**config.mk**
```make
export PLATFORM = sky130hd
export DESIGN_NAME = alu_op_sequencer
export DESIGN_NICKNAME = d
export VERILOG_FILES = /design/src/rtl/alu_seq_pkg.sv /design/src/rtl/seq_buffer.sv /design/src/rtl/alu_op_sequencer.sv
export SDC_FILE = /design/constraint.sdc
export NUM_CORES = 1
export LEC_CHECK = 0
export BUFFER_PORTS_ARGS = -buffer_cell sky130_fd_sc_hd__buf_2
export CORE_MARGIN = 4
export CORE_UTILIZATION = 55
export DETAILED_ROUTE_END_ITERATION = 16
export PLACE_DENSITY_LB_ADDON = 0.3
export SLEW_MARGIN = 20
export SYNTH_ARGS = -nofsm -noshare
export SYNTH_HDL_FRONTEND = slang
export SYNTH_SLANG_ARGS = --single-unit
```
**constraint.sdc**
```tcl
create_clock -name i_clock -period 2.9 [get_ports i_clock]
set_input_delay 0.58 -clock i_clock [delete_from_list [all_inputs] [get_ports i_clock]]
set_output_delay 0.58 -clock i_clock [all_outputs]
set_load 0.1 [all_outputs]
```
**src/rtl/alu_seq_pkg.sv**
```systemverilog
// Shared types and constants for the ALU operation sequencer.
// Holds the sequencer state encoding, the ALU function-select codes and the default program depth.
package alu_seq_pkg;

    typedef enum logic [1:0] {
        ST_LOAD = 2'd0,
        ST_RUN  = 2'd1,
        ST_DONE = 2'd2
    } seq_state_t;

    localparam logic [2:0] SEL_INC    = 3'b000;
    localparam logic [2:0] SEL_ADD_RA = 3'b001;
    localparam logic [2:0] SEL_ADD    = 3'b010;
    localparam logic [2:0] SEL_ORXOR  = 3'b011;
    localparam logic [2:0] SEL_ANYOR  = 3'b100;
    localparam logic [2:0] SEL_SHL    = 3'b101;
    localparam logic [2:0] SEL_SHR    = 3'b110;
    localparam logic [2:0] SEL_MUL    = 3'b111;

    localparam int DEFAULT_DEPTH = 8;

endpackage

```
**src/rtl/seq_buffer.sv**
```systemverilog
// Program storage for the sequencer.
// A register array with one synchronous write port and one combinational read port.
module seq_buffer #(
    parameter int DEPTH = 8,
    parameter int W     = 7
) (
    input  logic                     i_clock,
    input  logic                     i_wr_en,
    input  logic [$clog2(DEPTH)-1:0] i_wr_idx,
    input  logic [W-1:0]             i_wr_data,
    input  logic [$clog2(DEPTH)-1:0] i_rd_idx,
    output logic [W-1:0]             o_rd_data
);

    logic [W-1:0] r_mem [DEPTH];

    // Contents are not reset; the top only reads indices below its entry count.
    always_ff @(posedge i_clock) begin
        if (i_wr_en) begin
            r_mem[i_wr_idx] <= i_wr_data;
        end
    end

    assign o_rd_data = r_mem[i_rd_idx];

endmodule

```
**src/rtl/alu_op_sequencer.sv**
```systemverilog
// Buffers a short program of (select, operand) pairs and replays them to the ALU one entry per step.
// Each issued entry is registered onto the ALU inputs together with a one-cycle issue strobe.
module alu_op_sequencer
    import alu_seq_pkg::*;
#(
    parameter int DEPTH = DEFAULT_DEPTH,
    parameter int SEL_W = 3,
    parameter int A_W   = 4
) (
    input  logic                       i_clock,
    input  logic                       i_reset,
    input  logic                       i_clr,
    input  logic                       i_wr_en,
    input  logic [SEL_W-1:0]           i_wr_sel,
    input  logic [A_W-1:0]             i_wr_a,
    input  logic                       i_start,
    input  logic                       i_step,
    output logic [SEL_W-1:0]           o_alu_sel,
    output logic [A_W-1:0]             o_alu_a,
    output logic                       o_issue,
    output logic [$clog2(DEPTH):0]     o_count,
    output logic                       o_full,
    output logic                       o_busy,
    output logic                       o_done
);

    localparam int PTR_W = $clog2(DEPTH);
    localparam int CNT_W = PTR_W + 1;
    localparam int ENT_W = SEL_W + A_W;

    seq_state_t         r_state;
    logic [CNT_W-1:0]   r_count;
    logic [PTR_W-1:0]   r_rd_ptr;
    logic [SEL_W-1:0]   r_alu_sel;
    logic [A_W-1:0]     r_alu_a;
    logic               r_issue;

    logic               w_full;
    logic               w_wr_fire;
    logic               w_last;
    logic [ENT_W-1:0]   w_rd_data;

    assign w_full = (r_count == CNT_W'(DEPTH));

    // A write only lands in LOAD when nothing of higher priority is asserted and there is room.
    assign w_wr_fire = (r_state == ST_LOAD) && i_wr_en && !i_reset && !i_clr && !i_start && !w_full;

    assign w_last = ({1'b0, r_rd_ptr} == (r_count - CNT_W'(1)));

    seq_buffer #(
        .DEPTH (DEPTH),
        .W     (ENT_W)
    ) u_buffer (
        .i_clock   (i_clock),
        .i_wr_en   (w_wr_fire),
        .i_wr_idx  (r_count[PTR_W-1:0]),
        .i_wr_data ({i_wr_sel, i_wr_a}),
        .i_rd_idx  (r_rd_ptr),
        .o_rd_data (w_rd_data)
    );

    always_ff @(posedge i_clock) begin
        if (i_reset) begin
            r_state   <= ST_LOAD;
            r_count   <= '0;
            r_rd_ptr  <= '0;
            r_alu_sel <= '0;
            r_alu_a   <= '0;
            r_issue   <= 1'b0;
        end else begin
            r_issue <= 1'b0;
            if (i_clr) begin
                r_state  <= ST_LOAD;
                r_count  <= '0;
                r_rd_ptr <= '0;
            end else begin
                case (r_state)
                    ST_LOAD: begin
                        if (i_start) begin
                            if (r_count != '0) begin
                                r_rd_ptr <= '0;
                                r_state  <= ST_RUN;
                            end
                        end else if (w_wr_fire) begin
                            r_count <= r_count + CNT_W'(1);
                        end
                    end
                    ST_RUN: begin
                        if (i_step) begin
                            r_alu_sel <= w_rd_data[ENT_W-1:A_W];
                            r_alu_a   <= w_rd_data[A_W-1:0];
                            r_issue   <= 1'b1;
                            // The pointer parks on the final entry so it never reaches count.
                            if (w_last) begin
                                r_state <= ST_DONE;
                            end else begin
                                r_rd_ptr <= r_rd_ptr + PTR_W'(1);
                            end
                        end
                    end
                    ST_DONE: begin
                        if (i_start) begin
                            r_rd_ptr <= '0;
                            r_state  <= ST_RUN;
                        end
                    end
                    default: begin
                        r_state <= ST_LOAD;
                    end
                endcase
            end
        end
    end

    assign o_alu_sel = r_alu_sel;
    assign o_alu_a   = r_alu_a;
    assign o_issue   = r_issue;
    assign o_count   = r_count;
    assign o_full    = w_full;
    assign o_busy    = (r_state == ST_RUN);
    assign o_done    = (r_state == ST_DONE);

endmodule

```
==> results of run 1 <==
-- report_power, final --
| part | total [mW] | switching (mW) | internal [mW] | leakage (nW) |
|---|---|---|---|---|
| clock network | 0.957 | 0.381 | 0.576 | 0.117 |
| registers | 1.12 | 0.00151 | 1.12 | 0.643 |
| logic | 0.0436 | 0.0299 | 0.0136 | 0.380 |
-- state kept, by name, indices dropped and copies added (netlist names) --
register / count
o_alu_sel: 3
r_rd_ptr: 3
u_buffer.r_mem: 56
o_alu_a: 4
r_state: 2
o_issue: 1
o_count: 4
-- cell usage after synthesis, types with 4 or more instances --
library cell | number | share of area, %
nor2_1 | 21 | 2.6
mux2i_1 | 8 | 2.7
nand2_1 | 7 | 0.88
nor3_1 | 4 | 0.67
mux4_2 | 14 | 11
inv_1 | 8 | 1.0
dfxtp_1 | 17 | 11
edfxtp_1 | 56 | 56
a211oi_1 | 7 | 1.8
clkbuf_1 | 4 | 0.50
-- worst register-to-register path, delay by kind of cell, from the launching register on --
family / cells / cell delay, ns
adders and majority gates: 1 / 0.25
and+or+nand+nor: 3 / 0.88
DFF: 1 / 0.42
buffers and inverters: 2 / 0.32
-- through the flow --
step / utilization [%] / cell area, um2
CTS: 67.1 / 3490
global placement: 62.5 / 3250
detailed placement: 62.5 / 3250
global route: 67.1 / 3490
floorplan: - / 3060
finish: 67.1 / 3490
-- final timing paths --
kind	from	cells past startpoint	slack, ns	to
max	o_count[0]	4	0.59	o_full
min	i_reset	2	0.50	o_alu_a[2]
max reg2reg	o_count[0]	6	0.67	u_buffer.r_mem[0][1]
min reg2reg	o_alu_a[2]	2	0.50	o_alu_a[2]
-- cells in the final DEF (no fill, tap or decap), types with 2 or more instances in the layout --
cell type   n
and2_1      2
nor2b_1     3
xor2_1      3
nand2b_1    3
buf_4       3
nor2_1     21
buf_2      27
nand2_1     7
edfxtp_1   56
ha_1        3
a211oi_1    7
nand3b_1    2
clkbuf_8    9
nand3_1     2
mux4_2     14
inv_1       8
bufinv_16   3
nor3_4      3
dfxtp_1    14
xnor2_1     3
dfxtp_4     3
or4_1       2
mux2i_1     8
-- final cells by class --
type	count	area (um2)	area share [%]
Sequential cell	73	2030	58.2
Multi-Input combinational cell	100	942	27.0
Timing Repair Buffer	30	158	4.51
Clock buffer	10	128	3.65
Clock inverter	6	115	3.30
Tap cell	70	87.6	2.51
Inverter	8	30.0	0.860
-- logic make-up after synthesis --
family,Yosys count
AOI/OAI and AO/OA,15
xor gates and xnor gates,6
adders and majority gates,3
buffers and inverters,18
DFF,73
muxes,22
and+or+nand+nor,54
-- routing by layer --
layer	track usage, %	up-vias	routed length (um)
met3	3.95	6	244
li1	-	788	-
met2	31.3	39	2890
met1	25.4	850	2450
met5	0	-	0
met4	9.47	0	59
==> results.toml, run 1 <==
[timing]
setup_viol = 0
finalHoldViolations = 0
maxSlewViolCount = 0
finClkSkew_ns = 0.0120
fin_hold_ws_ns = 0.500
relSlewSlack_pct = 45.1
max_freq_mhz = 433
finalSetupTns_ns = 0
grt_setup_unrepaired = "false"
worst_slew_pin_slew_ns = 0.822
fin_ws_ns = 0.592
period_minus_slack_ns = 2.31
finalCritPeriodShare_pct = 79.6

[finish]
fin_cells = 297
area_growth_pct = 16.6
fill_cells = 372
layout-drive-gt1-share_pct = 30.4
nets = 238
diodes = 0

[detailed_routing]
drtPass1Iterations = 4
drt_iter0_markers = 180
viasPerCell = 5.67
via_count = 1683
postRouteAntennaNets = 0
wire_per_inst_um = 19.0
route.detailed.drc = 0
wirelength_um = 5650

[global_routing]
grt_overflow = 0
antenna_found_initial = 0
grt_pass1_vias = 1732
grt_pass1_wl_um = 9010
grt_max_degree = 18
grtUsageTotal_pct = 19.5

[synthesis]
synth_cell_type_count = 39
synth_compound_area_share_pct = 4.18
synth_fa_ha_area_share_pct = 1.25
netlist_instances = 191
synthMuxAreaShare_pct = 13.2
synth_area_um2 = 3000
ys_seq_elements = 73
ys_seq_area_share_pct = 67.5
synth_edf_count = 56
syn-num-nets = 207
synth_top_family_by_area = "multiplexers"
avgSynthCellArea_um2 = 15.7
synthXorXnorAreaFrac_pct = 1.75
synthArstFlopShare_pct = 0
ys_warn_count = 0
synth_simple_gate_area_share_pct = 9.31
synth_flop_cell = "edfxtp_1"

[clock_network]
htreeDepth = 3
cts_buffer_depth = 2
cts.clk_slew.worst_paths_ns = 0.08
cts_buffers = 9
ctsResizeCount = 0
clk_latency_ns = 0.35
holdBufCountCts = 0
cts_tree = "built"
cts_root_buf = "clkbuf_8"
post_cts_buffers = 0
cts_sinks = 73

[floorplanning]
die_w_um = 81.8
core_um2 = 5200
start_util_pct = 57.5
dieArea_um2 = 6690
rows = 26
die_h_um = 81.8
io_pins = 28

[placement]
portBuffers = 27
place_ws_ns = 0.543
post-place-cells = 281
place.detailed.hpwl_um = 4040
place_congestion = 0.859

[worst_setup_path]
path_buf_inv = 2
end_kind = "output port"
critPathMaxStageDelay_ns = 0.42
worst_setup_path_start_kind = "register"
crit_required_ns = 2.32
criticalPathCategory = "reg -> out"
cp_slowest_cell = "buf_2"
worstPathArrival_ns = 1.73
crit_chain = "inv_1 > ha_1 > and3b_4 > buf_2"
cp_max_fo = 10
cpLargestDelayFamily = "buffers and inverters"

[run_status]
status = "finished, final reports clean"

[power_and_ir_drop]
finalPower_mw = 2.12
power.leakage_nw = 1.14
irDropWorstVdd_uv = 456
powerDensity_nw_per_um2 = 608

[min_path]
hold_path_class = "in -> reg"

[job]
maxCapViolations = 0
No activity file was read; power rests on OpenSTA's default activity.
==> run 2, diff against run 1 <==
- clock period: 2.9 -> 2.3 ns (I/O delays scaled with it)
==> results.toml, run 2 (synthesis gave the netlist of run 1 again) <==
[worst_setup_path]
cp_slowest_cell = "buf_2"
worstPathArrival_ns = 1.59
end_kind = "output port"
crit_required_ns = 1.84
criticalPathCategory = "reg -> out"
critPathMaxStageDelay_ns = 0.42
cp_max_fo = 10
crit_chain = "inv_2 > ha_4 > and3b_4 > buf_2"
path_buf_inv = 2
reg2reg_from = "o_count[0]"
cpLargestDelayFamily = "buffers and inverters"
worst_setup_path_start_kind = "register"
critPathLaunch = "o_count[0]"

[min_path]
hold_path_startpoint = "i_reset"
hold_path_class = "in -> reg"

[finish]
largest_reg_flops = 56
layout_commonest_cell = "edfxtp_1"
final_cell_mix = "edfxtp_1 (56), buf_2 (27), nor2_1 (21), mux4_2 (14), dfxtp_1 (13)"
fin_cells = 304
diodes = 0
fin_util_pct = 66.9
layout-drive-gt1-share_pct = 34.2
area_growth_pct = 16.3
largest_register = "u_buffer.r_mem"
nets = 245

[timing]
finalSetupTns_ns = 0
maxSlewViolCount = 0
fin_ws_ns = 0.249
finClkSkew_ns = 0.0136
period_minus_slack_ns = 2.05
grt_setup_unrepaired = "false"
setup_viol = 0
max_freq_mhz = 488
relSlewSlack_pct = 67.3
finalHoldViolations = 0
finalCritPeriodShare_pct = 89.2
worst_slew_pin_slew_ns = 0.494

[floorplanning]
core_um2 = 5200
die_h_um = 81.8
dieArea_um2 = 6690
rows = 26
die_w_um = 81.8
start_util_pct = 57.5
io_pins = 28

[global_routing]
grt_overflow = 0
grt_pass1_wl_um = 8700
grt_pass1_vias = 1660
antenna_found_initial = 0
grt_max_degree = 18
grtUsageTotal_pct = 18.6

[clock_network]
post_cts_buffers = 0
cts_buffers = 9
cts_sinks = 73
holdBufCountCts = 0
clk_latency_ns = 0.34
htreeDepth = 3
ctsResizeCount = 0
cts_buffer_depth = 2
cts_root_buf = "clkbuf_8"
cts.clk_slew.worst_paths_ns = 0.08
cts_tree = "built"

[detailed_routing]
wire_per_inst_um = 18.1
viasPerCell = 5.60
wl_met1_um = 2480
drtPass1Iterations = 4
route.detailed.drc = 0
postRouteAntennaNets = 0
wl_met2_um = 2650
drt_iter0_markers = 106
via_count = 1702
route.top_layer_used = "met4"
wirelength_um = 5510
wl_met3_um = 283

[power_and_ir_drop]
irDropWorstVdd_uv = 567
powerDensity_nw_per_um2 = 661
finalPower_mw = 2.31
power.leakage_nw = 1.15

[placement]
place_ws_ns = 0.286
post-place-cells = 288
portBuffers = 27
place_congestion = 0.860
place.detailed.hpwl_um = 3990

[job]
maxCapViolations = 0

[run_status]
status = "finished, final reports clean"
## run 2: changes by cell type in the layout (fill, tap and decap cells not counted), moves of 2 or more
cell       previous run  this run
inv_1                 8         6
bufinv_16             3         0
buf_4                 3        10
clkinv_2              0         3
## run 2: area by class of cell
cell class / count / area, um2
flip-flops and latches: 73 / 2030
fillers: 358 / 1720
multi-input cells: 100 / 957
repair buffers: 37 / 210
clock buffers: 10 / 128
well taps: 70 / 87.6
clock inverters: 6 / 35.0
inverters: 8 / 32.5
## run 2: power by group
| group | switching, mW | total [mW] | internal, mW | leakage [nW] |
|---|---|---|---|---|
| sequential | 0.00209 | 1.42 | 1.42 | 0.644 |
| clock | 0.446 | 0.829 | 0.384 | 0.0835 |
| combinational | 0.0394 | 0.0582 | 0.0188 | 0.421 |
## run 2: worst paths after layout
check / to / slack, ns / cells after the start
min: o_alu_a[3] / 0.39 / 2
max: o_full / 0.25 / 4
min reg2reg: o_alu_sel[1] / 0.50 / 2
max reg2reg: u_buffer.r_mem[1][5] / 0.28 / 6
## run 2: through the flow
| step | hold WS (ns) | area (um2) |
|---|---|---|
| floorplan | 0.541 | 3090 |
| global placement | 0.484 | 3320 |
| detailed placement | 0.490 | 3320 |
| CTS | 0.377 | 3480 |
| global route | 0.390 | 3480 |
| finish | 0.392 | 3480 |
## run 2: routing by layer
layer | track usage [%] | up-vias
met5 | 0 | -
met4 | 7.97 | 0
met3 | 4.28 | 10
met2 | 28.2 | 40
met1 | 25.9 | 848
li1 | - | 804
